--- config.mk ---
export PLATFORM = sky130hd
export DESIGN_NAME = l1c_mem_arbiter
export DESIGN_NICKNAME = d
export VERILOG_FILES = /design/src/rtl/l1c_mem_arbiter.sv
export SDC_FILE = /design/constraint.sdc
export NUM_CORES = 1
export LEC_CHECK = 0
export CAP_MARGIN = 20
export CORE_AREA = 2 2 155 157
export DETAILED_ROUTE_END_ITERATION = 10
export DIE_AREA = 0 0 157 159
export SYNTH_ARGS = -nofsm -noshare
export SYNTH_HDL_FRONTEND = slang
export SYNTH_SLANG_ARGS = --single-unit
--- constraint.sdc ---
create_clock -name clk -period 1.7 [get_ports clk]
set_input_delay 0.34 -clock clk [delete_from_list [all_inputs] [get_ports clk]]
set_output_delay 0.34 -clock clk [all_outputs]
set_load 0.05 [all_outputs]
--- src/rtl/l1c_mem_arbiter.sv ---
// Round-robin arbiter sharing one memory port between the L1 I-cache and D-cache.
// Optional grant/contention counters are built only when L1C_ARB_PERF_EN is defined.
module l1c_mem_arbiter #(
  parameter int ADDR_W = 32,
  parameter int DATA_W = 32,
  parameter int TYPE_W = 3,
  parameter int CNT_W  = 32
) (
  input  logic              clk,
  input  logic              rst,
  input  logic              I_req,
  input  logic [ADDR_W-1:0] I_addr,
  input  logic              I_write,
  input  logic [DATA_W-1:0] I_in,
  input  logic [TYPE_W-1:0] I_type,
  output logic [DATA_W-1:0] I_out,
  output logic              I_wait,
  input  logic              D_req,
  input  logic [ADDR_W-1:0] D_addr,
  input  logic              D_write,
  input  logic [DATA_W-1:0] D_in,
  input  logic [TYPE_W-1:0] D_type,
  output logic [DATA_W-1:0] D_out,
  output logic              D_wait,
  output logic              M_req,
  output logic [ADDR_W-1:0] M_addr,
  output logic              M_write,
  output logic [DATA_W-1:0] M_in,
  output logic [TYPE_W-1:0] M_type,
  input  logic [DATA_W-1:0] M_out,
  input  logic              M_wait,
  output logic [CNT_W-1:0]  perf_i_grants,
  output logic [CNT_W-1:0]  perf_d_grants,
  output logic [CNT_W-1:0]  perf_conflict
);

  typedef enum logic [1:0] {IDLE, GNT_I, GNT_D} state_e;

  state_e state_q;
  logic   last_d_q;   // 1 when D held the most recent grant
  logic   take_i_d;
  logic   take_d_d;

  // Arbitration decision is only made in IDLE; ties go to the side not last served.
  always_comb begin
    take_i_d = 1'b0;
    take_d_d = 1'b0;
    if (state_q == IDLE) begin
      if (I_req && D_req) begin
        if (last_d_q) take_i_d = 1'b1;
        else          take_d_d = 1'b1;
      end else if (I_req) begin
        take_i_d = 1'b1;
      end else if (D_req) begin
        take_d_d = 1'b1;
      end
    end
  end

  always_ff @(posedge clk) begin
    if (rst) begin
      state_q  <= IDLE;
      last_d_q <= 1'b0;
    end else begin
      case (state_q)
        IDLE: begin
          if (take_i_d) begin
            state_q  <= GNT_I;
            last_d_q <= 1'b0;
          end else if (take_d_d) begin
            state_q  <= GNT_D;
            last_d_q <= 1'b1;
          end
        end
        // Owner keeps the port until it drops req; always pass through IDLE.
        GNT_I:   if (!I_req) state_q <= IDLE;
        GNT_D:   if (!D_req) state_q <= IDLE;
        default: state_q <= IDLE;
      endcase
    end
  end

  // Pass-through muxing keeps beat latency unchanged for the owner.
  always_comb begin
    M_req   = 1'b0;
    M_addr  = '0;
    M_write = 1'b0;
    M_in    = '0;
    M_type  = '0;
    I_out   = '0;
    I_wait  = 1'b1;
    D_out   = '0;
    D_wait  = 1'b1;
    case (state_q)
      GNT_I: begin
        M_req   = I_req;
        M_addr  = I_addr;
        M_write = I_write;
        M_in    = I_in;
        M_type  = I_type;
        I_out   = M_out;
        I_wait  = M_wait;
      end
      GNT_D: begin
        M_req   = D_req;
        M_addr  = D_addr;
        M_write = D_write;
        M_in    = D_in;
        M_type  = D_type;
        D_out   = M_out;
        D_wait  = M_wait;
      end
      default: ;
    endcase
  end

`ifdef L1C_ARB_PERF_EN
  logic [CNT_W-1:0] perf_i_q;
  logic [CNT_W-1:0] perf_d_q;
  logic [CNT_W-1:0] perf_c_q;
  logic             conflict_d;

  assign conflict_d = (state_q == IDLE) && I_req && D_req;

  // Counters wrap naturally at 2^CNT_W.
  always_ff @(posedge clk) begin
    if (rst) begin
      perf_i_q <= '0;
      perf_d_q <= '0;
      perf_c_q <= '0;
    end else begin
      if (take_i_d)   perf_i_q <= perf_i_q + 1'b1;
      if (take_d_d)   perf_d_q <= perf_d_q + 1'b1;
      if (conflict_d) perf_c_q <= perf_c_q + 1'b1;
    end
  end

  assign perf_i_grants = perf_i_q;
  assign perf_d_grants = perf_d_q;
  assign perf_conflict = perf_c_q;
`else
  assign perf_i_grants = '0;
  assign perf_d_grants = '0;
  assign perf_conflict = '0;
`endif

endmodule

* After elaboration in Yosys (flattened, before gate mapping)
Cells that the tools add are included.
Operators by class: eq/ne operators 5, multiplexer cells 25, reduce and logical (&&, ||, !) cells 5
Operators by type and width (count):
- 32-bit case mux with 2 select lines | 2
- 32-bit two-way mux | 2
- 1-bit two-way mux | 13
- 2-bit two-way mux | 4
- 2-bit case mux with 3 select lines | 1
- 3-bit case mux with 2 select lines | 1
- 2-bit inequality test, second input constant | 2
- 1-bit case mux with 2 select lines | 2
- 3-bit inequality test, second input constant | 1
- 3-bit AND reduction | 1
- 2-bit by 1-bit == test with 1-bit output, second input constant | 1
- 2-bit == test, second input constant | 1
- 2-bit zero test | 1
- 2-bit AND reduction | 1
- 2-bit nonzero test | 1
- 1-bit logical AND | 1
Storage, ports and cells: input port bits 173, output and inout port bits 231, word-level logic and storage cells 37, register bits 3

* Logic depth before layout (Yosys ltp)
Gate-level depths: netlist of run 1.
word-level depth 7, gate-level depth with buffers 6, mapped depth without buffers 5

* Worst setup path before layout of run 1
OpenSTA, ideal clock, no wires.
path kind register to output, from register state_q[1], to output M_addr[10], data required time 1.360 ns, arrival 1.754 ns, setup slack -0.394 ns, buffers on the path 2, cell stages (with the launch flop) 6, path through dfxtp_1 inv_1 ha_1 buf_2 buf_2 nor2b_1
Between the ends: cells in the longest elaborated chain, start to end 2, elaborated cells between the ends (all ways) 3, those cells by class 2 x eq/ne; 1 x mux
Ends and longest elaborated chain:
- start, declared | line 39 | state_e state_q;
- start signal, assigned | line 62 | state_q <= IDLE;
- start signal, assigned | line 68 | state_q <= GNT_I;
- start signal, assigned | line 71 | state_q <= GNT_D;
- 2-bit == test or 2-bit by 1-bit == test with 1-bit output (tied branches) | line 94 | case (state_q)
- 32-bit case mux with 2 select lines (*) | line 94
- end, declared | line 26 | output logic [ADDR_W-1:0] M_addr,
Every way passes the cells marked *; elsewhere a longest branch is shown, timed or not.

* Worst setup path in the final report of run 1
from register state_q[0], to output M_in[11]
Between the ends: cells in the longest elaborated chain, start to end 2, elaborated cells between the ends (all ways) 3, those cells by class 2 x eq/ne; 1 x mux
Ends and longest elaborated chain:
- 2-bit == test or 2-bit by 1-bit == test with 1-bit output (tied branches) | line 94
- 32-bit case mux with 2 select lines (*) | line 94
- end, declared | line 28 | output logic [DATA_W-1:0] M_in,
Marks and branches as above.

==> results of run 1 <==
## critical path, stage by stage, from the launching register on
cell	delay [ns]
dfxtp_2	0.32
buf_6	0.11
ha_4	0.20
buf_4	0.16
clkbuf_16	0.17
a22oi_2	0.22
nor2b_4	0.07
buf_12	0.15
## where the power goes
| group | leakage (nW) | internal (mW) | switching, mW | total, mW |
|---|---|---|---|---|
| Sequential | 0.0258 | 0.0816 | 0.0103 | 0.0919 |
| Clock | 0.0382 | 0.310 | 0.0689 | 0.379 |
| Combinational | 3.00 | 1.93 | 2.06 | 3.99 |
| Total | 3.06 | 2.32 | 2.14 | 4.46 |
## per-stage QoR
step	power (mW)	std cells	TNS [ns]	cell area, um2
floorplan	2.24	445	-3.45	3160
global placement	3.62	968	-4.34	7340
detailed placement	3.63	968	-5.58	7340
CTS	4.36	978	-23.69	7850
global route	4.64	990	-30.82	8110
finish	4.46	991	-22.82	8110
## cell usage in the layout, fill, tap and decap left out
cell type	instances
a311oi_1	1
dfxtp_1	1
buf_4	15
clkdlybuf4s50_1	172
o32ai_1	1
conb_1	96
inv_4	1
diode_2	1
a21boi_2	1
dfxtp_2	1
buf_6	11
a211o_1	1
dfxtp_4	1
clkbuf_1	1
nand2b_1	3
buf_12	139
bufbuf_16	1
a21oi_1	2
inv_2	1
o32ai_2	1
nor2b_2	22
and2_4	51
and2_1	13
a22oi_2	33
and2b_1	1
a22oi_1	36
nor2b_4	46
clkbuf_16	6
buf_8	3
buf_16	3
inv_1	2
nand3b_1	1
ha_4	3
nor2_1	1
## final cells by class
cell class              instances  area share
inverters                       4     0.00216
well taps                     319      0.0492
clock buffers                   4     0.00972
flip-flops and latches          3     0.00802
multi-input cells             313       0.317
repair buffers                347       0.613
diodes                          1    0.000308
## cells by family after synthesis
family / share of synthesized area
AND/OR/NAND/NOR: 0.352
buffers and inverters: 0.370
AO/OA/AOI/OAI: 0.238
adder cells (fa/ha/maj): 0.0153
flip-flops: 0.0245
other: 0.00153
## timing repair
item                       4_1_cts  5_1_grt
pin swaps                        8        5
resized for setup               95       28
cloned                           4        4
setup endpoints to repair      135      137
buffers inserted                 4        8
## metal layers
layer	wire length, um	global-route usage	up-vias
met4	97	0.0138	2
met2	7470	0.186	243
met5	8	0	-
met1	4540	0.0929	1579
met3	1780	0.0354	8
li1	-	-	1626
## flip-flops by register name, summed over array words and instances (netlist names)
signal    count
last_d_q      1
state_q       2
## worst max path at each step
stage,startpoint,slack (ns),cells past startpoint,end
floorplan,state_q[1],-0.14,5,M_addr[10]
global placement,state_q[1],-0.09,5,M_in[30]
detailed placement,state_q[1],-0.12,5,M_in[28]
CTS,state_q[0],-0.26,6,D_out[22]
global route,state_q[0],-0.32,6,D_out[23]
finish,state_q[0],-0.26,7,M_in[11]
==> flow_metrics.env, run 1 <==
export IMPL_status="complete, but fails checks"
export IMPL_violations="setup timing"
export IMPL_slew_viol_final=0
export IMPL_die_x_um=157
export IMPL_synth_seq_cells=3
export IMPL_dieHeight_um=159
export IMPL_reg2regPathDepth=8
export IMPL_hold_path_end="last_d_q"
export IMPL_synth_top_area_share=0.333
export IMPL_yosysWarnings=0
export IMPL_holdPathStages=1
export IMPL_drive_above_1_share=0.505
export IMPL_cts_sinks=3
export IMPL_register_area_um2=65.1
export IMPL_end_kind="output pin"
export IMPL_grt_pass1_vias=3446
export IMPL_netlist_area_um2=2450
export IMPL_fin_ws_ns=-0.264
export IMPL_crit_fanout=9
export IMPL_initial_core_util=0.106
export IMPL_core_area_um2=23200
export IMPL_syn_inst=350
export IMPL_synth_edf_count=0
export IMPL_hp_start="last_d_q"
export IMPL_post_route_min_period_ns=1.96
export IMPL_wl_per_cell_um=14.0
export IMPL_reg2reg_from="state_q[0]"
export IMPL_critPathArrivalTime_ns=1.62
export IMPL_dieArea_um2=25000
export IMPL_grt_overflow_total=0
export IMPL_ys_async_sr_fraction=0
export IMPL_rr_endpoint="state_q[0]"
export IMPL_antenna_found_initial=3
export IMPL_grt_max_degree=47
export IMPL_htreeDepth=1
export IMPL_numCtsBuffers=3
export IMPL_worstSkewPairLatency_ns=0.23
export IMPL_viasPerCell=3.49
export IMPL_clkTransAtPathRegs_ns=0.03
export IMPL_syn_avg_cell_area_um2=7.01
export IMPL_fmax_ghz=0.509
export IMPL_via_count=3458
export IMPL_grt_setup_unrepaired="true"
export IMPL_routed_wl_um=13900
export IMPL_worstPathRequired_ns=1.36
export IMPL_ys_flop_type="dfxtp_1"
export IMPL_synth_area_leaders="buf_4 33%, a22oi_1 21%, nor2b_1 17%"
export IMPL_post_route_drc_count=0
export IMPL_critPathKind="flip-flop to output pin"
export IMPL_skew_ns=0.000243
export IMPL_ys_top_cells_by_count="109 x buf_4, 68 x a22oi_1, 68 x nor2b_1, 64 x and2_1, 6 x clkbuf_2"
export IMPL_globalplace_congestion=0.694
export IMPL_post_place_ws_ns=-0.124
export IMPL_final_core_util=0.350
export IMPL_num_io_pins=404
export IMPL_synth_most_common_cell="buf_4"
export IMPL_post_synth_top_area_cell="buf_4"
export IMPL_post_route_period_util=1.16
export IMPL_hold_class="flip-flop to flip-flop"
export IMPL_r2r_slack_ns=0.04
export IMPL_yosysUniqueCellTypes=22
export IMPL_rows=56
export IMPL_worstSetupStartpointType="flip-flop"
export IMPL_max_cap_violations=0
export IMPL_cts_hold_buffers_added=0
export IMPL_hold_viol_final=0
export IMPL_setup_viol=131
export IMPL_grt_total_usage=0.0939
export IMPL_ir_drop_mv=0.249
export IMPL_clockBufferDepth=2
export IMPL_port_buffers=307
export IMPL_drtIter0Drc=62
export IMPL_nFillCells=2264
export IMPL_p_per_area_nw_per_um2=550
export IMPL_hold_ws_ns=0.484
export IMPL_dr_pass1_iters=4
export IMPL_total_leakage_power_nw=3.06
export IMPL_ys_seq_area_frac=0.0245
export IMPL_final_antenna_net_count=0
export IMPL_multi_input_area_um2=2570
export IMPL_nNetsFinal=848
export IMPL_dp_hpwl_um=11000
export IMPL_cts_tree="done"
export IMPL_area_growth_pct=230
export IMPL_root_buffer="clkbuf_16"
export IMPL_grt_pass1_wl_um=18600
Power figures use the tool's default switching activity.
==> inputs of run 2 (changes only) <==
--- a/config.mk
+++ b/config.mk
@@ -9,6 +9,7 @@
 export CORE_AREA = 2 2 155 157
 export DETAILED_ROUTE_END_ITERATION = 10
 export DIE_AREA = 0 0 157 159
+export GPL_ROUTABILITY_DRIVEN = 1
 export SYNTH_ARGS = -nofsm -noshare
 export SYNTH_HDL_FRONTEND = slang
 export SYNTH_SLANG_ARGS = --single-unit
==> results of run 2 <==
Final layout, timing and power as in run 1 (identical DEF).
==> RTL change 1 (settings of run 1) <==
The 3 states of `state_e` get a one-hot encoding in 3 bits.
--- a/src/rtl/l1c_mem_arbiter.sv
+++ b/src/rtl/l1c_mem_arbiter.sv
@@ -36,3 +36,3 @@
 
-  typedef enum logic [1:0] {IDLE, GNT_I, GNT_D} state_e;
+  typedef enum logic [2:0] {IDLE = 3'b001, GNT_I = 3'b010, GNT_D = 3'b100} state_e;
 
Behaviour: no difference found for any inputs over 10 cycles, from zero or initial values and one cycle with rst high; not proved beyond that.
==> RTL change 1 against run 1 <==
  * Worst setup slack gained 0.064 ns
  * Sequential cell count increased by 1
  * Largest cell class unchanged
  * Highest routed layer is now met4
  * The run still ends with setup timing left
  * Wire length fell by 17%
  * Cell count shrank 8.5%
  * Area after synthesis decreased by 17%
  * Synthesized cell count fell by 21%
  * Cell area down 13%
  * Worst hold slack better by 0.018 ns
Power is not compared: it rests on default switching activity, and its combinational part moved more than twofold at a synthesized area within 25%.
==> RTL change 1: results (changes against run 1) <==
| Step | Item | Value | vs run 1 |
| --- | --- | --- | --- |
| layout | Net count of the finished layout | 763 | -10% |
| logic synthesis | Most frequent cells after synthesis | sky130_fd_sc_hd__buf_4, sky130_fd_sc_hd__a22o_1, sky130_fd_sc_hd__and2_1, sky130_fd_sc_hd__buf_2, sky130_fd_sc_hd__clkbuf_1 |  |
| logic synthesis | Number of distinct library cells after synthesis | 18 | -18% |
| routing | Post-detailed-route via-to-cell ratio | 3.244 | -7.0% |
| run status | Violations in the final reports | setup timing |  |
| setup path | CP Max Fanout | 26 | +17 |
| timing | Number of endpoints failing setup at the final stage | 134 | +2.3% |
| layout | Share of post-route cells with drive strength above 1 | 0.4881 | -0.01712 |
| layout | Filler Cells Inserted | 2402 | +6.1% |
| grt | Total global routing track utilization | 0.08127 | -0.01264 |
| routing | Met2 wirelength from detailed routing | 6.030 mm | -19% |
| setup path | Library cell contributing the largest single delay on the critical path | sky130_fd_sc_hd__dfxtp_4 |  |
| layout | Area growth from synthesis to final layout | 245.4% |  |
| timing | Maximum clock skew at final layout | 0.001660 ns | +0.001417 ns |
| routing | Met3 wire len | 1.317 mm | -26% |
| logic synthesis | Post-synthesis compound-gate area fraction | 0.3107 | +0.07319 |
| setup path | Biggest cell delay along the critical path | 0.35 ns | +0.03 ns |
| place | Cell area reported after detailed placement | 6659 µm² | -9.3% |
| grt | GR Util met1 | 0.09101 | -0.001844 |
| timing | Post-route setup TNS | -17.29 ns | +5.534 ns |
| grt | Pin count of the biggest net entering global routing | 52 | +11% |
| grt | Grt met2 use | 0.1553 | -0.03050 |
| place | Placer congestion estimate | 0.7196 | +3.7% |
| clock tree | CTS-repair resized insts | 56 | -41% |
| layout | Antenna diodes | 0 | -1 |
| timing | Final worst slack | -0.2000 ns | +0.06384 ns |
| logic synthesis | Leading post-synthesis cells by cell area | sky130_fd_sc_hd__buf_4, sky130_fd_sc_hd__a22o_1, sky130_fd_sc_hd__and2_1, sky130_fd_sc_hd__dfxtp_1, sky130_fd_sc_hd__buf_2 |  |
| setup path | Worst path arrival time | 1.56 ns | -0.06 ns |
| routing | Met1 wire length | 4.191 mm | -7.7% |
| logic synthesis | Mux contribution to synthesized area | 0 | unchanged |
| run status | Result of the run | finished with violations |  |
| layout | Largest regs | state_q (3), last_d_q (1) |  |
| routing | Detailed-route wire length per cell | 12.74 µm | -9.1% |
| grt | Wire length of the first global-routing pass | 16.22 mm | -13% |
| grt | Via count of the first global-routing pass | 2918 | -15% |
| place | Placed wire-length estimate after detailed placement | 9.671 mm | -12% |
| logic synthesis | Synthesized-area fraction occupied by adder cells | 0 | -0.01529 |
| grt | GR Util met3 | 0.02504 | -0.01034 |
| routing | Uppermost layer routed | met4 |  |
| grt | Antenna violations before repair | 0 | -3 |
| logic synthesis | Share of the yosys chip area belonging to registers | 0.03914 | +0.01468 |
| routing | Number of design-rule violations left by the first detailed-router iteration | 74 | +19% |
[RTL change 1: logic make-up (layout without fill, tap and decap cells)]
group / after synthesis / count (layout)
flip-flops: 4 / 4
AO/OA/AOI/OAI: 74 / 74
buffers and inverters: 118 / 336
other: 1 / 96
AND/OR/NAND/NOR: 78 / 78
[RTL change 1: stage by stage]
step / cells / setup slack, ns
3_3_place_gp: 896 / -0.01004
4_1_cts: 905 / -0.2097
3_5_place_dp: 896 / -0.02097
5_1_grt: 907 / -0.2460
6_report: 907 / -0.2000
2_1_floorplan: 370 / 0.01224
[RTL change 1: final timing paths]
kind,from,to,slack (ns),cells after the start
setup / recovery,state_q[1]$_SDFFE_PP0P_,M_in[30],-0.20,5
hold / removal,last_d_q$_SDFFE_PP0P_,last_d_q$_SDFFE_PP0P_,0.50,1
setup reg to reg,state_q[1]$_SDFFE_PP0P_,state_q[0]$_SDFFE_PP1P_,0.37,4
hold reg to reg,last_d_q$_SDFFE_PP0P_,last_d_q$_SDFFE_PP0P_,0.50,1
[RTL change 1: where the power goes]
group          switching (mW)  leakage, nW  internal, mW
Combinational           0.999         2.86         0.785
Clock                  0.0675       0.0370         0.301
Sequential             0.0126       0.0342         0.105
[RTL change 1: worst register-to-register path: cells and delay by family, from the launching register on]
kind | cells | cell delay, ns
buffers and inverters | 1 | 0.26
DFF | 1 | 0.35
and+or+nand+nor | 1 | 0.27
AOI/OAI and AO/OA | 2 | 0.34
[RTL change 1: area by class of cell]
class                           instances  area share
Timing Repair Buffer                  333      0.6704
Sequential cell                         4     0.01257
Clock buffer                            3     0.01063
Multi-Input combinational cell        248      0.2499
Tap cell                              319     0.05649
==> RTL change 2 (settings of run 1) <==
Without the edit above. The parameter `DATA_W` goes from 32 to 28.
--- a/src/rtl/l1c_mem_arbiter.sv
+++ b/src/rtl/l1c_mem_arbiter.sv
@@ -4,3 +4,3 @@
   parameter int ADDR_W = 32,
-  parameter int DATA_W = 32,
+  parameter int DATA_W = 28,
   parameter int TYPE_W = 3,
Interface: changed (6 resized); port bits go from 404 to 380. No check against the original RTL was run, so the function may have changed too.
==> RTL change 2 against run 1 <==
  * The run still ends with setup timing left
  * Via count down 4.4%
  * Total power grew 3.8%
  * Cell count decreased by 2.7%
  * Wire length up 5.9%
  * Sequential cell count unchanged
  * Cell area shrank 1.5%
  * Worst setup slack lost 0.046 ns
  * Area after synthesis shrank 4.6%
  * Critical path type unchanged
  * Largest power group unchanged
  * Highest routed layer is now met4
==> RTL change 2: results (changes against run 1) <==
| Step | Item | Value | vs run 1 |
| --- | --- | --- | --- |
| run status | Result of the run | finished with violations |  |
| run status | Violations in the final reports | setup timing |  |
| layout | Filler Cells Inserted | 2261 | -0.13% |
| logic synthesis | Most frequent cells after synthesis | sky130_fd_sc_hd__buf_4, sky130_fd_sc_hd__a22oi_1, sky130_fd_sc_hd__nor2b_1, sky130_fd_sc_hd__and2_1, sky130_fd_sc_hd__clkbuf_1 |  |
| routing | Met1 wire length | 4.994 mm | +10% |
| timing | Final worst slack | -0.3097 ns | -0.04589 ns |
| clock tree | Root Buffer | sky130_fd_sc_hd__clkbuf_16 |  |
| setup path | Library cell contributing the largest single delay on the critical path | sky130_fd_sc_hd__dfxtp_4 |  |
| routing | Post-detailed-route via-to-cell ratio | 3.429 | -1.7% |
| grt | Antenna violations before repair | 0 | -3 |
| layout | Antenna diodes | 0 | -1 |
| routing | Number of design-rule violations left by the first detailed-router iteration | 73 | +18% |
| routing | Met2 wirelength from detailed routing | 8.186 mm | +9.6% |
| setup path | Biggest cell delay along the critical path | 0.37 ns | +0.05 ns |
| grt | Total global routing track utilization | 0.1050 | +0.01108 |
| routing | Met3 wire len | 1.299 mm | -27% |
| pwr | Maximum resistive drop on vdd | 0.2759 mV | +11% |
| place | Instance count after placement with tap cells included | 933 | -3.6% |
| setup path | Reg2Reg Setup Slack | 0.08 ns | +0.04 ns |
| setup path | Worst path arrival time | 1.67 ns | +0.05 ns |
| setup path | FF-to-FF Start | state_q[1]$_SDFFE_PP0P_ |  |
| place | Placed wire-length estimate after detailed placement | 10.53 mm | -4.4% |
| place | Cell area reported after detailed placement | 6974 µm² | -5.0% |
| logic synthesis | Number of cells produced by synthesis | 332 | -5.1% |
| pwr | Leakage dissipation | 2.982 nW | -2.6% |
| routing | Uppermost layer routed | met4 |  |
| setup path | CP Max Fanout | 7 | -2 |
| layout | Share of post-route cells with drive strength above 1 | 0.4899 | -0.01529 |
| layout | Number of standard cells in the final layout excluding fillers | 964 | -2.7% |
| logic synthesis | Share of the yosys chip area belonging to registers | 0.02564 | +0.001176 |
| logic synthesis | Leading post-synthesis cells by cell area | sky130_fd_sc_hd__buf_4, sky130_fd_sc_hd__a22oi_1, sky130_fd_sc_hd__nor2b_1, sky130_fd_sc_hd__and2_1, sky130_fd_sc_hd__dfxtp_1 |  |
| place | Placer congestion estimate | 0.7508 | +8.2% |
| setup path | Endpoint of the lowest-slack register-to-register path | state_q[0]$_SDFFE_PP0P_ |  |
| grt | Pin count of the biggest net entering global routing | 33 | -30% |
| setup path | Register-to-Register Path Depth | 7 | -1 |
| grt | Via count of the first global-routing pass | 3293 | -4.4% |
| grt | Wire length of the first global-routing pass | 19.97 mm | +7.2% |
| pwr | Power Density | 579.1 nW/µm² | +5.3% |
| place | Port buffer count | 283 | -7.8% |
| timing | Post-Route Hold Slack | 0.4760 ns | -0.007833 ns |
| timing | Maximum clock skew at final layout | 0.001445 ns | +0.001202 ns |
| timing | Number of endpoints failing setup at the final stage | 122 | -6.9% |
| layout | Net count of the finished layout | 810 | -4.5% |
| routing | Detailed-route wire length per cell | 15.26 µm | +8.9% |
RTL change 2: cell count changes in the layout (fill, tap and decap cells not counted), sizes merged:
cell           before  now
a22oi              69   65
clkdlybuf4s50     172  160
and2               64   56
nor2b              68   64
diode               1    0
clkbuf              7    9
RTL change 2: stage by stage:
step,TNS (ns),setup slack [ns]
4_1_cts,-22.51,-0.2892
3_5_place_dp,-5.559,-0.1493
3_3_place_gp,-4.057,-0.1286
2_1_floorplan,-4.945,-0.09756
6_report,-19.88,-0.3097
5_1_grt,-28.21,-0.3731
RTL change 2: routing by layer:
layer	track usage	up-vias
li1	-	1561
met1	0.1062	1523
met2	0.2141	211
met3	0.02123	11
met4	0.02419	0
met5	0	-
RTL change 2: kinds of logic (layout without fill, tap and decap cells):
family | after synthesis | count (layout) | synth area share
AOI/OAI and AO/OA | 72 | 72 | 0.2329
adders and majority gates | 3 | 3 | 0.01603
buffers and inverters | 127 | 345 | 0.3867
other | 1 | 96 | 0.001601
and+or+nand+nor | 126 | 126 | 0.3371
DFF | 3 | 3 | 0.02564
RTL change 2: critical path: cells and delay by family, from the launching register on:
family          cells  cell delay [ns]
flops               1             0.37
buf+inv             5             0.63
simple gates        1             0.07
fa+ha+maj           1             0.18
compound gates      1             0.20
RTL change 2: how the worst max path moves through the flow:
| stage | to | slack, ns | start | depth (start not counted) |
|---|---|---|---|---|
| after global placement | M_addr[30] | -0.13 | state_q[1]$_SDFFE_PP0P_ | 6 |
| after CTS | M_write | -0.29 | state_q[0]$_SDFFE_PP0P_ | 7 |
| after detailed placement | M_addr[6] | -0.15 | state_q[0]$_SDFFE_PP0P_ | 7 |
| after global routing | M_addr[30] | -0.37 | state_q[1]$_SDFFE_PP0P_ | 7 |
| final | M_addr[12] | -0.31 | state_q[1]$_SDFFE_PP0P_ | 8 |
| after floorplan | M_addr[0] | -0.1 | state_q[1]$_SDFFE_PP0P_ | 5 |
RTL change 2: final cells by class:
class | count | area share
Sequential cell | 3 | 0.008452
Tap cell | 319 | 0.04993
Timing Repair Buffer | 337 | 0.6120
Multi-Input combinational cell | 297 | 0.3173
Inverter | 4 | 0.002504
Clock buffer | 4 | 0.009861
RTL change 2: report_power, final:
group | leakage, nW | internal, mW | switching [mW]
logic | 2.92 | 2.07 | 2.09
registers | 0.0261 | 0.0811 | 0.0118
clock network | 0.0382 | 0.309 | 0.0645
RTL change 2: what timing repair did:
item                                    in CTS  in global routing
pin swaps                                    3                  1
setup buffers                                4                  9
cloned                                      10                  5
hold buffers                                 0                  0
endpoints found under the setup margin     123                124
gates resized for setup                     71                 30
